===== src/rtl/alu_pkg.sv =====
// Shared definitions for the ALU sequencer and the external ALU.
//   opcode_e : 4-bit opcodes; 0x0-0xA go to the ALU, 0xB-0xF are handled
//              by the sequencer itself.
//   state_e  : sequencer state encoding.
//   instr_t  : 16-bit program word layout.
//   FLAG_*   : bit positions of {Z,N,C,V} in the flags nibble.
package alu_pkg;

  localparam int unsigned DATA_W    = 4;
  localparam int unsigned REG_COUNT = 4;

  typedef enum logic [3:0] {
    OP_ADD    = 4'h0,
    OP_SUB    = 4'h1,
    OP_AND    = 4'h2,
    OP_OR     = 4'h3,
    OP_XOR    = 4'h4,
    OP_NAND   = 4'h5,
    OP_NOR    = 4'h6,
    OP_XNOR   = 4'h7,
    OP_NOT    = 4'h8,
    OP_LSHIFT = 4'h9,
    OP_RSHIFT = 4'hA,
    OP_LDI    = 4'hB,
    OP_BZ     = 4'hC,
    OP_JMP    = 4'hD,
    OP_NOP    = 4'hE,
    OP_HALT   = 4'hF
  } opcode_e;

  typedef enum logic [2:0] {
    ST_IDLE  = 3'd0,
    ST_FETCH = 3'd1,
    ST_EXEC  = 3'd2,
    ST_WB    = 3'd3,
    ST_HALT  = 3'd4
  } state_e;

  localparam int unsigned FLAG_Z = 3;
  localparam int unsigned FLAG_N = 2;
  localparam int unsigned FLAG_C = 1;
  localparam int unsigned FLAG_V = 0;

  typedef struct packed {
    logic [3:0] op;
    logic [1:0] rd;
    logic [1:0] ra;
    logic       imm_sel;
    logic       rsvd;
    logic [1:0] rb;
    logic [3:0] imm;
  } instr_t;

  // Opcodes up to RSHIFT are executed by the external ALU.
  function automatic logic is_alu_op(input logic [3:0] op);
    return op <= OP_RSHIFT;
  endfunction

endpackage


===== src/rtl/sequencer_regfile.sv =====
// Four 4-bit general registers for the ALU sequencer.
//   clk, rst            : clock, asynchronous active-high reset (clears all)
//   we, waddr, wdata    : single write port, written on the rising edge
//   raddr_a / rdata_a   : operand A read port (combinational)
//   raddr_b / rdata_b   : operand B read port (combinational)
//   dbg_addr / dbg_data : debug read port (combinational); a register written
//                         this cycle still reads its old value.
module sequencer_regfile
  import alu_pkg::*;
(
  input  logic              clk,
  input  logic              rst,
  input  logic              we,
  input  logic [1:0]        waddr,
  input  logic [DATA_W-1:0] wdata,
  input  logic [1:0]        raddr_a,
  output logic [DATA_W-1:0] rdata_a,
  input  logic [1:0]        raddr_b,
  output logic [DATA_W-1:0] rdata_b,
  input  logic [1:0]        dbg_addr,
  output logic [DATA_W-1:0] dbg_data
);

  logic [DATA_W-1:0] regs [REG_COUNT];

  always_ff @(posedge clk or posedge rst) begin
    if (rst) begin
      for (int unsigned i = 0; i < REG_COUNT; i++) begin
        regs[i] <= '0;
      end
    end else if (we) begin
      regs[waddr] <= wdata;
    end
  end

  assign rdata_a  = regs[raddr_a];
  assign rdata_b  = regs[raddr_b];
  assign dbg_data = regs[dbg_addr];

endmodule


===== src/rtl/alu_sequencer.sv =====
// Multi-cycle sequencer that fetches 16-bit words from a combinational ROM
// and drives an external 4-bit ALU.
//   iClk, iReset        : clock, asynchronous active-high reset
//   iStart              : run request, honoured only in IDLE or HALT
//   ovPC / ivInstrWord  : program address and the word at that address
//   ovInstruccion, ovRegistroA, ovRegistroB : ALU opcode/operands, nonzero
//                         only while an ALU instruction is in write-back
//   ivResultado, ivFlags: ALU result and {Z,N,C,V}
//   ovFlagsReg          : flags captured at the last ALU write-back
//   ivRegSel / ovRegData: debug register read
//   oBusy               : high in FETCH, EXEC, WB
//   oDone               : one-cycle pulse on entry to HALT
module alu_sequencer
  import alu_pkg::*;
#(
  parameter int unsigned PC_WIDTH = 4
) (
  input  logic                iClk,
  input  logic                iReset,
  input  logic                iStart,
  output logic [PC_WIDTH-1:0] ovPC,
  input  logic [15:0]         ivInstrWord,
  output logic [3:0]          ovInstruccion,
  output logic [3:0]          ovRegistroA,
  output logic [3:0]          ovRegistroB,
  input  logic [3:0]          ivResultado,
  input  logic [3:0]          ivFlags,
  output logic [3:0]          ovFlagsReg,
  input  logic [1:0]          ivRegSel,
  output logic [3:0]          ovRegData,
  output logic                oBusy,
  output logic                oDone
);

  state_e              state, state_n;
  logic [PC_WIDTH-1:0] pc, pc_n, pc_inc, pc_target;
  instr_t              ir, ir_n;
  logic [3:0]          flags, flags_n;
  logic [3:0]          alu_op, alu_op_n;
  logic [3:0]          opa, opa_n;
  logic [3:0]          opb, opb_n;
  logic                done, done_n;

  logic                rf_we;
  logic [3:0]          rf_wdata;
  logic [3:0]          rdata_a, rdata_b;

  logic                unused_rsvd;
  assign unused_rsvd = ir.rsvd;

  assign pc_inc    = pc + PC_WIDTH'(1);
  assign pc_target = PC_WIDTH'(ir.imm);

  sequencer_regfile u_regfile (
    .clk      (iClk),
    .rst      (iReset),
    .we       (rf_we),
    .waddr    (ir.rd),
    .wdata    (rf_wdata),
    .raddr_a  (ir.ra),
    .rdata_a  (rdata_a),
    .raddr_b  (ir.rb),
    .rdata_b  (rdata_b),
    .dbg_addr (ivRegSel),
    .dbg_data (ovRegData)
  );

  always_ff @(posedge iClk or posedge iReset) begin
    if (iReset) begin
      state  <= ST_IDLE;
      pc     <= '0;
      ir     <= '0;
      flags  <= '0;
      alu_op <= '0;
      opa    <= '0;
      opb    <= '0;
      done   <= 1'b0;
    end else begin
      state  <= state_n;
      pc     <= pc_n;
      ir     <= ir_n;
      flags  <= flags_n;
      alu_op <= alu_op_n;
      opa    <= opa_n;
      opb    <= opb_n;
      done   <= done_n;
    end
  end

  always_comb begin
    state_n  = state;
    pc_n     = pc;
    ir_n     = ir;
    flags_n  = flags;
    alu_op_n = alu_op;
    opa_n    = opa;
    opb_n    = opb;
    done_n   = 1'b0;
    rf_we    = 1'b0;
    rf_wdata = ir.imm;

    case (state)
      ST_IDLE, ST_HALT: begin
        if (iStart) begin
          state_n = ST_FETCH;
          pc_n    = '0;
        end
      end

      ST_FETCH: begin
        ir_n    = instr_t'(ivInstrWord);
        state_n = ST_EXEC;
      end

      ST_EXEC: begin
        if (is_alu_op(ir.op)) begin
          // Operands are registered here so they stay stable through WB.
          alu_op_n = ir.op;
          opa_n    = rdata_a;
          opb_n    = ir.imm_sel ? ir.imm : rdata_b;
          state_n  = ST_WB;
        end else begin
          state_n = ST_FETCH;
          pc_n    = pc_inc;
          case (ir.op)
            OP_LDI: rf_we = 1'b1;
            OP_BZ: begin
              if (flags[FLAG_Z]) begin
                pc_n = pc_target;
              end
            end
            OP_JMP: pc_n = pc_target;
            OP_HALT: begin
              pc_n    = pc;
              state_n = ST_HALT;
              done_n  = 1'b1;
            end
            default: ;
          endcase
        end
      end

      ST_WB: begin
        rf_we    = 1'b1;
        rf_wdata = ivResultado;
        flags_n  = ivFlags;
        pc_n     = pc_inc;
        state_n  = ST_FETCH;
        alu_op_n = '0;
        opa_n    = '0;
        opb_n    = '0;
      end

      default: state_n = ST_IDLE;
    endcase
  end

  assign ovPC          = pc;
  assign ovInstruccion = alu_op;
  assign ovRegistroA   = opa;
  assign ovRegistroB   = opb;
  assign ovFlagsReg    = flags;
  assign oDone         = done;
  assign oBusy         = (state == ST_FETCH) || (state == ST_EXEC) || (state == ST_WB);

endmodule


===== config.mk =====
export PLATFORM = sky130hd
export DESIGN_NAME = alu_sequencer
export DESIGN_NICKNAME = d
export VERILOG_FILES = /design/src/rtl/alu_pkg.sv /design/src/rtl/sequencer_regfile.sv /design/src/rtl/alu_sequencer.sv
export SDC_FILE = /design/constraint.sdc
export NUM_CORES = 1
export LEC_CHECK = 0
export ABC_CLOCK_PERIOD_IN_PS = 2300
export BUFFER_PORTS_ARGS = -buffer_cell sky130_fd_sc_hd__buf_2
export CORE_UTILIZATION = 25
export CTS_CLUSTER_DIAMETER = 100
export DETAILED_ROUTE_END_ITERATION = 8
export PLACE_DENSITY = 0.45
export SKIP_CTS_REPAIR_TIMING = 1
export SLEW_MARGIN = 5
export SYNTH_ARGS = -nofsm -noshare
export SYNTH_HDL_FRONTEND = slang
export SYNTH_SLANG_ARGS = --single-unit
export TNS_END_PERCENT = 10

===== constraint.sdc =====
create_clock -name iClk -period 2.3 [get_ports iClk]
set_input_delay 0.345 -clock iClk [delete_from_list [all_inputs] [get_ports iClk]]
set_output_delay 0.345 -clock iClk [all_outputs]
set_load 0.01 [all_outputs]

### Yosys cells after proc, flatten, opt, wreduce, memory -nomap -nowiden

Cells that the tools add are included.

| word-level totals | value |
|---|---|
| input bits | 29 |
| register bits after elaboration | 55 |

| cells by class | value |
|---|---|
| eq/ne operators | 12 |
| $add $sub $neg | 1 |
| bitwise operators | 4 |
| order comparisons | 6 |
| reduce and logical (&&, ||, !) cells | 9 |
| muxes and demuxes | 35 |

Operator list:

| kind | number |
|---|---|
| 2-to-1 mux 4 bit | 15 |
| binary-select mux 4 bit (select 2 bit) | 3 |
| case mux 4 bit (2 select lines) | 3 |
| case mux 4 bit (3 select lines) | 2 |
| bitwise mux 16 bit | 1 |
| == test 4 bit (second input constant) | 4 |
| greater-or-equal comparator 3 bit (second input constant) | 4 |
| NOT 2 -> 3 bit | 4 |
| case mux 3 bit (4 select lines) | 1 |
| 2-to-1 mux 3 bit | 3 |
| demux 4 bit (select 2 bit) | 1 |
| inequality test 2 bit (second input constant) | 4 |
| == test 3 x 2 -> 1 bit (second input constant) | 2 |
| 2-to-1 mux 1 bit | 5 |
| adder 4 x 1 -> 4 bit (second input constant) | 1 |
| less-or-equal comparator 4 bit (second input constant) | 1 |
| AND reduction 4 bit | 1 |
| == test 3 x 1 -> 1 bit (second input constant) | 1 |
| == test 3 bit (second input constant) | 1 |
| logical NOT 3 bit | 1 |
| < comparator 3 x 1 -> 1 bit (second input constant) | 1 |
| nonzero test 3 bit | 1 |
| logical OR 1 bit | 2 |
| case mux 1 bit (2 select lines) | 1 |
| 4 further kinds | 4 |

### Depth between registers and ports, before layout

| depth | value |
|---|---|
| depth after elaboration | 7 |
| gate-level depth with buffers | 5 |

### Hierarchy

From an unflattened synthesis, not the netlist that was laid out.

| second synthesis, totals | value |
|---|---|
| cells, all modules | 209 |
| area, all modules | 2735.1 um^2 |

Modules (own cells, without submodules):

| module | sequential area each (um^2) | cells each | area each (um^2) | instances |
|---|---|---|---|---|
| alu_sequencer | 975.9 | 160 | 1830.5 | 1 |
| sequencer_regfile | 400.4 | 49 | 904.6 | 1 |

### Worst setup path before layout

Ideal clock, no wire load.

| timing path | value |
|---|---|
| path type | register to register |
| start point | register ir[13] in the netlist's numbering |
| end point | register pc[1], in the netlist ovPC[1] |
| data required time | 2.172 ns |
| buffers on the path | 1 |
| data arrival time | 1.515 ns |
| cell stages (with the launch flop) | 6 |
| path slack | 0.657 ns |
| path through | dfrtp_1 and4b_1 buf_6 a211o_1 a21boi_2 mux2_1 |

| on the way | value |
|---|---|
| longest elaborated chain between the ends | 4 |
| elaborated cells between the ends (all ways) | 10 |
| classes of those cells | 1 x order compare; 5 x eq/ne; 3 x mux; 1 x reduce/logical |

Ends and longest elaborated chain:

| item | line | source |
|---|---|---|
| from (decl) | alu_sequencer.sv:37 | `instr_t ir, ir_n;` |
| from (signal assigned) | alu_sequencer.sv:81 | `ir <= ir_n;` |
| == test 4 bit | alu_sequencer.sv:125 | `case (ir.op)` |
| case mux 4 bit (3 select lines) | alu_sequencer.sv:125 |  |
| 2-to-1 mux 4 bit | alu_sequencer.sv:116 | `if (is_alu_op(ir.op)) begin` |
| case mux 4 bit (3 select lines) | alu_sequencer.sv:102 | `case (state)` |
| to (signal assigned) | alu_sequencer.sv:80 | `pc <= pc_n;` |
| to (decl) | alu_sequencer.sv:36 | `logic [PC_WIDTH-1:0] pc, pc_n, pc_inc, pc_target;` |

Parallel ways exist; a longest one is shown, timed or not. The select of a mux whose other input is x is not followed.
A chain may end at the register's enable or synchronous reset.

### Worst setup path after layout

| timing path | value |
|---|---|
| start point | register state[0] |
| end point | register pc[2], in the netlist ovPC[2] |

| on the way | value |
|---|---|
| longest elaborated chain between the ends | 4 |
| elaborated cells between the ends (all ways) | 11 |
| classes of those cells | 6 x eq/ne; 1 x mux; 4 x reduce/logical |

Ends and longest elaborated chain:

| item | line | source |
|---|---|---|
| from (decl) | alu_sequencer.sv:35 | `state_e state, state_n;` |
| from (signal assigned) | alu_sequencer.sv:79 | `state <= state_n;` |
| == test 3 bit / logical NOT 3 bit (equally long branches) | alu_sequencer.sv:102 |  |
| OR reduction 2 bit | alu_sequencer.sv:102 |  |
| inequality test 2 bit (no source line) / nonzero test 3 bit (equally long branches) | - |  |
| AND reduction 4 bit (no source line) | - |  |

Parallel ways exist; a longest one is shown, timed or not.

==> key figures <==
Outcome
  – Outcome: complete, no violations

Synth
  – Synth cell types: 38
  – Seq/Total Area, Yosys: 0.523
  – Most used DFF post-synth: dfrtp_1
  – Number of enable flip-flop cells after synthesis: 0
  – Top-count cell post-synth: dfrtp_1
  – Synthesis-stage register bit count: 55
  – Post-synth top area share: 0.523
  – Top cells by area, synth: dfrtp_1 (52%), mux4_2 (10%), mux2_2 (6.8%), nand2_1 (6.6%), o21ai_0 (5.3%)
  – Syn Inst Count: 228
  – Post-Syn Nets: 258
  – Syn avg cell area: 11.5 µm²
  – Commonest cells post-synth: dfrtp_1 (55), nand2_1 (46), o21ai_0 (28)
  – Yosys warnings: 0
  – Synth async-reset ratio: 1.00
  – Syn Std Cell Area: 2630 µm²
  – Synth area leader: dfrtp_1

Floorplanning
  – Core ar.: 10300 µm²
  – Initial Util: 0.256
  – Full die area: 10900 µm²
  – Die outline height: 105 µm
  – # rows: 37
  – Die X: 105 µm
  – I/O Pins: 55

Power
  – Leakage: 1.44 nW
  – PwrDens: 1390 nW/µm²
  – Design Power: 0.00440 W
  – Peak VDD IR: 0.387 mV

Route
  – DRT Pass-1 Iters: 4
  – Initial detailed-routing violation count: 106
  – Via count: 1920
  – DR vias/cell: 4.57
  – WL/cell: 14.7 µm
  – Final wirelength: 6.19 mm
  – Residual DRC: 0
  – Final antenna-violating net count: 0

CTS
  – CTS buffer count: 5
  – Clock-pin transition on the worst setup and hold timing paths: 0.09 ns
  – Clock buffer depth: 2
  – # H-tree levels: 2
  – CTS tree: done
  – CTS root buf: clkbuf_8
  – Clk sink count: 55
  – Clk_lat worst skew: 0.30 ns

Timing
  – Post-layout minimum cycle time: 1.85 ns
  – Worst Tran Pin Value: 0.618 ns
  – Crit share post-route: 0.803
  – Hold Violations, Final: 0
  – RSZ-0062 raised after global routing: no
  – Max-slew violation count: 0
  – Worst slew margin: 0.588
  – Fin Clk Skew: 0.00565 ns
  – Final setup violation count: 0
  – Max Clk Rate: 0.542 GHz
  – Setup Total Neg Slack: 0 ns

Layout
  – Nets: 313
  – Non-Filler Instances: 420
  – Antenna fix cells: 0
  – Share of cells above drive strength 1: 0.356
  – Fin util: 0.309
  – Area delta synth->final: 20.5%

Placement
  – Number of I/O port buffers: 53
  – DP HPWL: 4.76 mm
  – Gpl congestion: 0.734
  – Dpl cells: 412

Global route
  – Initial antenna violation count: 0
  – Largest net degree at the start of global routing: 32
  – Vias in the first global route: 1934
  – Total congestion overflow: 0
  – Total GRT Usage: 0.121
  – First-pass GRT wire length: 10.2 mm

Critical path
  – Worst reg2reg path depth: 4
  – CP max FO: 12
  – WS Path Type: register to register
  – Worst Path Required: 2.50 ns
  – Worst Setup End Kind: register
  – Critical Path Start Type: register
  – Data arrival, critical path: 2.05 ns

Run
  – Total of max-cap violations: 0

Min path
  – Hold crit path type: primary input to async pin
==> stage by stage <==
stage | area [µm²] | worst slack [ns] | hold slack [ns]
detailed placement | 3070 | 0.453 | 0.430
finish | 3170 | 0.454 | 0.0719
floorplan | 2630 | 0.612 | 0.462
global route | 3170 | 0.293 | 0.120
CTS | 3170 | 0.436 | 0.0901
global placement | 3070 | 0.473 | 0.435
==> critical path: stages, from the launching register on <==
cell	delay, ns
dfrtp_1	0.52
and4bb_2	0.35
o21a_1	0.29
mux2_2	0.38
a32o_1	0.21
==> final timing paths <==
path | slack [ns] | from | to
max | 0.45 | state[0] | ovPC[2]
min | 0.07 | iReset | ir[15]
max reg2reg | 0.45 | state[0] | ovPC[2]
min reg2reg | 0.52 | ovFlagsReg[0] | ovFlagsReg[0]
max in group asynchronous | 1.67 | iReset | ir[4]
min in group iClk | 0.24 | ivInstrWord[10] | ir[10]
==> power breakdown <==
group	internal (W)	leakage (nW)	switching (W)	total (W)
Sequential	0.00142	0.677	0.000505	0.00192
Combinational	0.000999	0.715	0.000906	0.00191
Clock	0.000275	0.0515	0.000298	0.000574
Total	0.00269	1.44	0.00171	0.00440
==> sequential cells by signal (all words and copies together) (netlist names) <==
| register | count |
|---|---|
| u_regfile.regs | 16 |
| ir | 11 |
| ovFlagsReg | 4 |
| ovInstruccion | 4 |
| ovPC | 4 |
| ovRegistroA | 4 |
| ovRegistroB | 4 |
| pc_target | 4 |
| state | 3 |
| oDone | 1 |
==> layer usage <==
metal | up-vias | global-route usage | share of wire
met5 | - | 0 | 0
met4 | 0 | 0.0453 | 0.012
met3 | 5 | 0.0231 | 0.039
met1 | 938 | 0.162 | 0.48
met2 | 42 | 0.193 | 0.47
li1 | 935 | - | -
==> cell usage in the layout (no fill, tap or decap), types with 2 or more instances in the layout <==
master / count
a21oi_1: 5
a31oi_1: 4
a32o_1: 2
buf_2: 53
buf_4: 5
clkbuf_8: 7
dfrtp_1: 55
inv_1: 5
mux2_2: 16
mux2i_1: 7
mux4_2: 12
nand2_1: 46
nand2b_1: 6
nor2_1: 3
nor2b_1: 2
nor3_1: 2
o2111ai_1: 4
o21ai_0: 28
==> logic make-up after synthesis <==
| kind of cell | Yosys count | share of synthesized area |
|---|---|---|
| AOI/OAI and AO/OA | 52 | 0.124 |
| and+or+nand+nor | 67 | 0.116 |
| DFF | 55 | 0.523 |
| buffers and inverters | 17 | 0.0304 |
| adders and majority gates | 1 | 0.00475 |
| muxes | 36 | 0.202 |
==> final cells by class <==
| cell class | instances | area (µm²) |
|---|---|---|
| Inverter | 6 | 22.5 |
| Multi-Input combinational cell | 156 | 1180 |
| Tap cell | 136 | 170 |
| Fill cell | 1102 | 7110 |
| Clock buffer | 8 | 100 |
| Sequential cell | 55 | 1380 |
| Timing Repair Buffer | 59 | 323 |
(Power assumes the default switching activity.)
